--- src/rtl/mult_div_unit.sv ---
// Iterative signed multiply/divide unit with HI/LO registers for a multicycle MIPS datapath.
// MULT is 32-step shift-add and DIV is 32-step restoring division, both on magnitudes with signs fixed up at FINISH.
module mult_div_unit (
    input  logic        clock,
    input  logic        reset,
    input  logic        start_mult,
    input  logic        start_div,
    input  logic [31:0] a,
    input  logic [31:0] b,
    output logic [31:0] hi,
    output logic [31:0] lo,
    output logic        busy,
    output logic        done,
    output logic        div_zero
);

    typedef enum logic [1:0] {IDLE, MULT, DIV, FINISH} state_t;

    state_t      state, state_next;
    logic [32:0] mag_a, mag_b;
    logic [32:0] operand;      // |a| for multiply, |b| for divide
    logic [63:0] acc;
    logic [4:0]  cnt;
    logic        is_div, neg_res, neg_rem, dz_pending;

    logic [32:0] mult_sum;
    logic [63:0] mult_next;
    logic [32:0] div_shift, div_diff;
    logic [63:0] div_next;
    logic [63:0] prod;
    logic [31:0] quot, rem;

    // 33-bit magnitudes keep |-2^31| exact.
    assign mag_a = a[31] ? 33'd0 - {a[31], a} : {1'b0, a};
    assign mag_b = b[31] ? 33'd0 - {b[31], b} : {1'b0, b};

    assign mult_sum  = {1'b0, acc[63:32]} + (acc[0] ? operand : 33'd0);
    assign mult_next = {mult_sum, acc[31:1]};

    assign div_shift = {acc[63:32], acc[31]};
    assign div_diff  = div_shift - operand;
    assign div_next  = (div_shift >= operand) ? {div_diff[31:0], acc[30:0], 1'b1}
                                              : {div_shift[31:0], acc[30:0], 1'b0};

    assign prod = neg_res ? 64'd0 - acc : acc;
    assign quot = neg_res ? 32'd0 - acc[31:0] : acc[31:0];
    assign rem  = neg_rem ? 32'd0 - acc[63:32] : acc[63:32];

    always_ff @(posedge clock) begin
        if (reset) state <= IDLE;
        else       state <= state_next;
    end

    // NOTE: state_next gets a default before the case so no path leaves it unassigned, which would infer a latch.
    always_comb begin
        state_next = state;
        case (state)
            IDLE: begin
                if (start_mult)     state_next = MULT;
                else if (start_div) state_next = (b == 32'd0) ? FINISH : DIV;
            end
            MULT, DIV: begin
                if (cnt == 5'd31) state_next = FINISH;
            end
            FINISH:  state_next = IDLE;
            default: state_next = IDLE;
        endcase
    end

    // NOTE: every register here updates with <= so all of them see the pre-edge values of acc, cnt and state.
    always_ff @(posedge clock) begin
        if (reset) begin
            acc        <= '0;
            operand    <= '0;
            cnt        <= '0;
            is_div     <= 1'b0;
            neg_res    <= 1'b0;
            neg_rem    <= 1'b0;
            dz_pending <= 1'b0;
            hi         <= '0;
            lo         <= '0;
            busy       <= 1'b0;
            done       <= 1'b0;
            div_zero   <= 1'b0;
        end else begin
            busy <= (state_next != IDLE);
            done <= (state == FINISH);
            case (state)
                IDLE: begin
                    if (start_mult || start_div) begin
                        cnt        <= '0;
                        div_zero   <= 1'b0;
                        is_div     <= !start_mult;
                        neg_res    <= a[31] ^ b[31];
                        neg_rem    <= a[31];
                        dz_pending <= !start_mult && (b == 32'd0);
                        if (start_mult) begin
                            operand <= mag_a;
                            acc     <= {32'd0, mag_b[31:0]};
                        end else begin
                            operand <= mag_b;
                            acc     <= {32'd0, mag_a[31:0]};
                        end
                    end
                end
                MULT: begin
                    acc <= mult_next;
                    cnt <= cnt + 5'd1;
                end
                DIV: begin
                    acc <= div_next;
                    cnt <= cnt + 5'd1;
                end
                FINISH: begin
                    if (dz_pending) begin
                        div_zero <= 1'b1;
                    end else if (is_div) begin
                        hi <= rem;
                        lo <= quot;
                    end else begin
                        hi <= prod[63:32];
                        lo <= prod[31:0];
                    end
                end
                default: ;
            endcase
        end
    end

endmodule
--- config.mk ---
export PLATFORM = sky130hd
export DESIGN_NAME = mult_div_unit
export DESIGN_NICKNAME = d
export VERILOG_FILES = /design/src/rtl/mult_div_unit.sv
export SDC_FILE = /design/constraint.sdc
export NUM_CORES = 1
export LEC_CHECK = 0
export BUFFER_PORTS_ARGS = -buffer_cell sky130_fd_sc_hd__clkbuf_2
export CAP_MARGIN = 20
export CORE_MARGIN = 1
export CORE_UTILIZATION = 55
export CTS_CLUSTER_SIZE = 40
export DETAILED_ROUTE_END_ITERATION = 8
export HOLD_SLACK_MARGIN = 0.15
export PLACE_DENSITY = 0.75
export SLEW_MARGIN = 10
export SYNTH_ARGS = -nofsm -noshare
export SYNTH_HDL_FRONTEND = slang
export SYNTH_SLANG_ARGS = --single-unit
--- constraint.sdc ---
create_clock -name clock -period 5.9 [get_ports clock]
set_clock_uncertainty 0.05 [all_clocks]
set_input_delay 0.295 -clock clock [delete_from_list [all_inputs] [get_ports clock]]
set_output_delay 0.295 -clock clock [all_outputs]
set_load 0.05 [all_outputs]
Word level (Yosys, flattened, before mapping)
Cells that the tools add are included.

Output and inout port bits: 67. Input bits: 68. Register bits after elaboration: 175.

Muxes and demuxes: 23. Equality and inequality tests: 6. Reductions and logical operators: 15. Bitwise logic cells: 2. Add/subtract/negate cells: 8. Order comparisons: 1.

Operator list (number): 64-bit two-way mux (3); 64-bit one-hot mux with 3 select lines (1); 32-bit two-way mux (5); 33-bit two-way mux (4); 1-bit by 32-bit subtractor with 33-bit output (first input constant) (2); 1-bit by 32-bit subtractor with 32-bit output (first input constant) (2); 1-bit by 64-bit subtractor with 64-bit output (first input constant) (1); 32-bit by 33-bit adder with 33-bit output (1); 33-bit greater-or-equal comparator (1); 32-bit logical NOT (1); 32-bit subtractor (1); 5-bit one-hot mux with 2 select lines (1); 2-bit AND reduction (4); 2-bit two-way mux (3); 2-bit one-hot mux with 3 select lines (1); 2-bit nonzero test (3); 5-bit by 1-bit adder with 5-bit output (second input constant) (1); 5-bit == test (second input constant) (1); 5-bit two-way mux (1); 2-bit == test (second input constant) (2); 2-bit != test (second input constant) (2); 1-bit two-way mux (3); 3-bit AND reduction (1); 3-bit nonzero test (1); 9 further kinds (9).

Longest topological paths before layout
Gate-level depths: netlist of run 1.

Word-level depth: 6. Gate-level depth with buffers: 16.

Least setup slack after synthesis of run 1
No wires, ideal clock.

Path type: register to register. Start: register acc[0]. End: register acc[63]. Library setup time: 0.125 ns. Data arrival time: 3.244 ns. Setup slack: 2.481 ns. Path buffers: 2. Required time: 5.725 ns. Cell stages (with the launch flop): 16. Path through: dfxtp_1 clkbuf_1 inv_1 buf_1 nor2_1 fa_1 a211oi_1 o21ai_0 nand3_1 nand3_1 a31oi_1 o21ai_1 a221oi_1 xor2_1 a221oi_1 nand2_1.

Cells in the longest elaborated chain, start to end: 3.

Ends and longest elaborated chain: from (decl) (RTL line 22) `logic [63:0] acc;`; from (signal assigned) (RTL line 99) `acc <= {32'd0, mag_b[31:0]};`; from (signal assigned) (RTL line 102) `acc <= {32'd0, mag_a[31:0]};`; from (signal assigned) (RTL line 107) `acc <= mult_next;`; 33-bit two-way mux (RTL line 37) `assign mult_sum = {1'b0, acc[63:32]} + (acc[0] ? operand : 33'd0);`; 32-bit by 33-bit adder with 33-bit output (RTL line 37); 64-bit one-hot mux with 3 select lines (RTL line 88) `case (state)`.

No other way between the ends. A chain may end at the register's enable or synchronous reset.

Worst setup path after layout of run 1
Same ends and word-level chain as after synthesis.

==> metrics.txt, run 1 <==
post-cts resize count=0; Chip Width=162 µm; status=finished, violations left; Post-synth ARST share=0%; Mapped Cells=1879; gpl congestion=0.975; number of CTS-inserted buffers=17; slew margin rel.=23.8%; CP max FO=17; fin area=0.0154 mm²; final count of pins violating max slew=0; max-cap viol count=0; # hold bufs at CTS=0; Layout Nets=2063; Placement Rows=58; initial antenna violation count=0; Critical Path Source=acc[0]; Initial Util=56.0%; xor and xnor area share after synthesis=10.3%; clk slew on worst S/H paths=80 ps; post-synthesis compound-gate area fraction=29.5%; Post-route DRC=8; critical path type=reg -> reg; area grow syn2layout=9.56%; synth unique cells=83; first-pass GRT wire length=72800 µm; worst skew pair latency=450 ps; setup TNS=0 ps; Main synth FF type=dfxtp_1; number of global-route vias before repair=13400; layout cells sized above 1=11.5%; Port Buffer Count=134; crit path setup slack, layout=1730 ps; estimated wirelength of the detail-placed design=35100 µm; Power Dens Cells=247 mW/mm²; post-detailed-route count of antenna-violating nets=0; vias per std cell=6.48; worst path required time=6170 ps; Iteration-0 DRC Markers=1643; top area cells in the synthesized netlist=dfxtp_1, ha_1, xor2_1, nor2_1, a21oi_1; Die Y=162 µm; dpl ws=1850 ps; reg2reg start=acc[0]; Yosys warnings=0; hold path depth=3; Synth Area in Adders=7.03%; clock sink count=175; highest clock rate=0.240 GHz; failing checks=design-rule violations; CTS tree=yes; largest net degree at the start of global routing=71; CORE AREA=0.0252 mm²; portion of netlist area occupied by mux cells=1.65%; area of the mapped netlist=0.0141 mm²; io pins=135; final hold vios=0; Setup Buffers After CTS=0; R2R setup slack=1730 ps; Max Buffers Root-to-Sink=2; gr usage total=35.0%; WL/cell=20.6 µm; final cell count without fillers=2260; VDD IR max=197 µV; worst slew pin tran=1140 ps; static leakage=6.32 nW; Net Count, Synth=2025; placed cell count=2227; post-synth top area share=24.9%; Synth area leader=dfxtp_1; diode count=0; Arrival @ worst endpoint=4440 ps; final worst path period share=70.7%; # setup viols final=0; Worst setup EP type=register; WHS=188 ps; Min Clock Period, post-route=4170 ps; post-synthesis simple-gate area fraction=21.1%; FF-to-FF path depth=13; post-synthesis sequential element count=175; final wirelength=46700 µm; worst reg2reg path endpoint=acc[63]; post-layout util=61.3%; placed inst area=0.0148 mm²; Hold Path Class=in -> reg; die area=0.0263 mm²; Critical path destination=acc[63]; GRT Residual Overflow=0; Pre-Repair DR Iteration Count=9; register area share after synthesis=24.9%; Mean Syn Cell Area=7.50 µm²; CTS H-tree lvls=4; clock root cell=clkbuf_16; largest family of logic cells by synthesized area=compound AO/OA/AOI/OAI gates; Pwr Total=3.81 mW; critical path startpoint category=register; vias post-DR=14600; EDFF count, synth=0; RSZ-0062 raised after global routing=false
-- cell usage in the layout, fill, tap and decap left out, types with 25 or more instances in the layout --
cell,netlist,routed
nor3_1,28,28
o31ai_1,31,31
a221oi_1,26,26
xor2_1,101,101
o21ai_0,119,118
a211oi_1,48,48
ha_1,76,76
clkbuf_2,0,133
nand2_1,195,195
a222oi_1,25,25
a21oi_1,158,157
nor2_1,219,218
nand3_1,30,30
inv_1,63,63
xnor2_1,65,65
a22o_1,35,35
dfxtp_1,175,175
-- power breakdown --
group,switching (mW),leakage [nW],total (mW),internal (mW)
combinational,0.814,4.59,1.23,0.417
clock,0.628,0.306,1.22,0.596
sequential,0.0936,1.43,1.36,1.26
-- Yosys cell counts, drive strengths merged (14+ instances only) --
master,count
nor2,221
nand2,195
dfxtp,175
a21oi,158
o21ai,134
clkbuf,108
xor2,101
ha,76
xnor2,65
inv,63
a211oi,48
a22o,35
nand3,31
nor3,31
o31ai,31
a221oi,26
a222oi,25
buf,24
nand2b,24
a21o,23
mux2i,21
or3,20
a221o,18
a22oi,18
nor4,17
nor2b,16
or4,16
and3,15
nand4,15
o41ai,14
-- cell type report --
type                       count  area (µm²)
tap                          330         413
multi-input combinational   1509        9840
sequential                   175        3500
timing repair buffer         151         813
clock inverter                15         214
fill                        2341        9740
inverter                      63         236
clock buffer                  17         425
-- layer usage --
layer  GRT usage [%]  up-vias  wire length, µm
met4            15.1        0             1830
met3            5.46       93             4460
met5               0        -                0
li1                -     6954                -
met2            52.7      727            19900
met1            49.0     6864            20500
-- sequential cells by signal, summed over array words and instances (netlist names) --
signal,count
acc,64
busy,1
cnt,5
div_zero,1
done,1
dz_pending,1
hi,32
is_div,1
lo,32
neg_rem,1
neg_res,1
operand,33
state,2
-- worst min path at each step --
stage	start	to	slack [ps]
6_report	b[19]	operand[19]	190
4_1_cts	b[19]	operand[19]	190
2_1_floorplan	operand[32]	operand[32]	390
5_1_grt	b[30]	operand[30]	230
3_5_place_dp	hi[7]	hi[7]	390
3_3_place_gp	hi[29]	hi[29]	390
-- cells by family after synthesis --
kind of cell,count (synthesis)
AO/OA/AOI/OAI,617
XOR/XNOR,166
adder cells (fa/ha/maj),78
multiplexers,23
AND/OR/NAND/NOR,625
flip-flops,175
buffers and inverters,195
-- critical path, stage by stage (launching register included) --
cell and delay, ps:
dfxtp_1 400, inv_1 510, nor2_1 160, fa_1 480
a211oi_1 320, o21ai_0 210, nand3_1 170, nand3_1 160
a31oi_1 410, o21ai_1 240, a221oi_1 400, xor2_1 120
a221oi_1 330, nand2_1 80
Note: power is estimated with default switching activity, not from simulation.
==> run 2: changes to the inputs <==
Settings changed: PLACE_DENSITY 0.75 to 0.78.
Clock period 5.9 ns to 3.6 ns, I/O delays scaled along.
==> run 2 against run 1 <==
Effect of this change: the flow now finishes without violations; worst hold slack got worse by 34 ps; global-route usage is essentially flat; design area grew 4.7%; sequential power up 63%; die area unchanged; critical path depth up 1; flip-flop and latch count unchanged; total power up 67%; utilization is 2.9 points higher; register-to-register slack got worse by 1600 ps; maximum frequency rose by 20%; worst setup slack worse by 1600 ps; critical endpoint is now acc[58].
==> metrics.txt, run 2 (synthesis results as in run 1) <==
gpl congestion=0.989; commonest non-fill, non-tap cells in the layout=nor2_1, nand2_1, dfxtp_1; CTS tree=yes; first-pass GRT wire length=72900 µm; Largest register FFs=64; most common cell after layout, fill and taps aside=nor2_1; R2R setup slack=110 ps; post-detailed-route count of antenna-violating nets=0; initial antenna violation count=0; critical path type=reg -> reg; worst skew pair latency=450 ps; Die Y=162 µm; number of CTS-inserted buffers=17; Power Dens Cells=393 mW/mm²; final count of pins violating max slew=0; setup TNS=0 ps; max-cap viol count=0; worst slew pin tran=1030 ps; final hold vios=0; CP max FO=3; Port Buffer Count=134; clock sink count=175; final wirelength=46600 µm; CORE AREA=0.0252 mm²; die area=0.0263 mm²; RSZ-0062 raised after global routing=true; Hold Path Class=in -> reg; static leakage=6.76 nW; # setup viols final=0; Iteration-0 DRC Markers=1738; final worst path period share=97.0%; Placement Rows=58; crit path max-delay cell type=fa_1; vias per std cell=6.42; Chip Width=162 µm; Top reg by flops=acc; WHS=154 ps; Crit path max-delay family=compound AO/OA/AOI/OAI gates; vias post-DR=15000; critical path startpoint category=register; VDD IR max=305 µV; Layout Nets=2143; estimated wirelength of the detail-placed design=35400 µm; slew margin rel.=31.1%; largest registers=acc: 64 flops, operand: 33 flops; Initial Util=56.0%; layout cells sized above 1=14.7%; Arrival @ worst endpoint=3770 ps; Pre-Repair DR Iteration Count=8; Post-route DRC=0; clock root cell=clkbuf_16; diode count=0; status=completed; highest clock rate=0.286 GHz; clk slew on worst S/H paths=90 ps; gr usage total=34.9%; Worst setup EP type=register; io pins=135; Min Clock Period, post-route=3490 ps; area grow syn2layout=14.7%; WL/cell=19.9 µm; Worst path max stage delay=410 ps; cell chain of the critical path=inv_1, ha_1, inv_1, fa_1, a21oi_1, o221ai_1, a31oi_2, o31ai_1, a2111oi_0, nor2_1, a21oi_1, xor2_1, o21ai_0, a221o_1; largest net degree at the start of global routing=103; Buf/Inv on CP=2; GRT Residual Overflow=0; worst path required time=3880 ps; CTS H-tree lvls=4; Max Buffers Root-to-Sink=2; number of global-route vias before repair=13600
-- run 2: changes by cell type in the layout (fill, tap and decap cells not counted), sizes merged --
cell / delta
buf: +66
dlygate4sd3: +14
clkinv: +1
inv: -1
-- run 2: area by class of cell --
cell class | count | area, µm²
clock buffers | 17 | 425
clock inverters | 15 | 214
fillers | 2226 | 9010
inverters | 63 | 236
multi-input cells | 1509 | 9900
flip-flops and latches | 175 | 3500
well taps | 330 | 413
repair buffers | 231 | 1490
-- run 2: per-stage QoR --
step	power (mW)	utilization, %	setup slack, ps	instances	instance area, µm²
after floorplan	3.68	-	181	1879	14100
after global placement	4.26	60.9	43.0	2293	15300
final	6.36	64.2	109	2340	16200
after detailed placement	4.29	60.9	-20.4	2293	15300
after CTS	6.28	64.0	23.3	2339	16100
after global routing	6.60	64.2	-0.469	2340	16200
-- run 2: worst reg2reg max path: stages, from the launching register on --
cell	delay (ps)
dfxtp_1	320
inv_1	100
ha_1	190
inv_1	60
fa_1	410
a21oi_1	190
o221ai_1	230
a31oi_2	340
o31ai_1	180
a2111oi_0	400
nor2_1	180
a21oi_1	210
xor2_1	160
o21ai_0	90
a221o_1	290
-- run 2: final timing paths --
check	start	endpoint	depth (start not counted)
hold reg to reg	hi[7]	hi[7]	2
setup reg to reg	acc[31]	acc[58]	14
setup / recovery	acc[31]	acc[58]	14
hold / removal	a[15]	operand[15]	4
-- run 2: what timing repair did --
action	CTS	global route
pin swaps	0	2
gates resized for setup	1	12
cloned	0	0
setup buffers	0	1
hold buffers	14	0
endpoints found under the setup margin	1	9
hold endpoints to repair	23	0
-- run 2: report_power, final --
group          internal (mW)  total, mW  switching (mW)  leakage (nW)
clock                  0.975       2.00            1.03         0.305
combinational          0.761       2.14            1.38          5.03
sequential              2.07       2.21           0.141          1.43
total                   3.81       6.36            2.55          6.76
-- run 2: layer usage --
metal  vias up  GRT usage, %  part of all wire, %
met5         -             0                    0
met4         0          13.9                  3.8
met3       102          7.56                   11
met2       845          53.7                   43
met1      6957          47.3                   42
li1       7117             -                    -
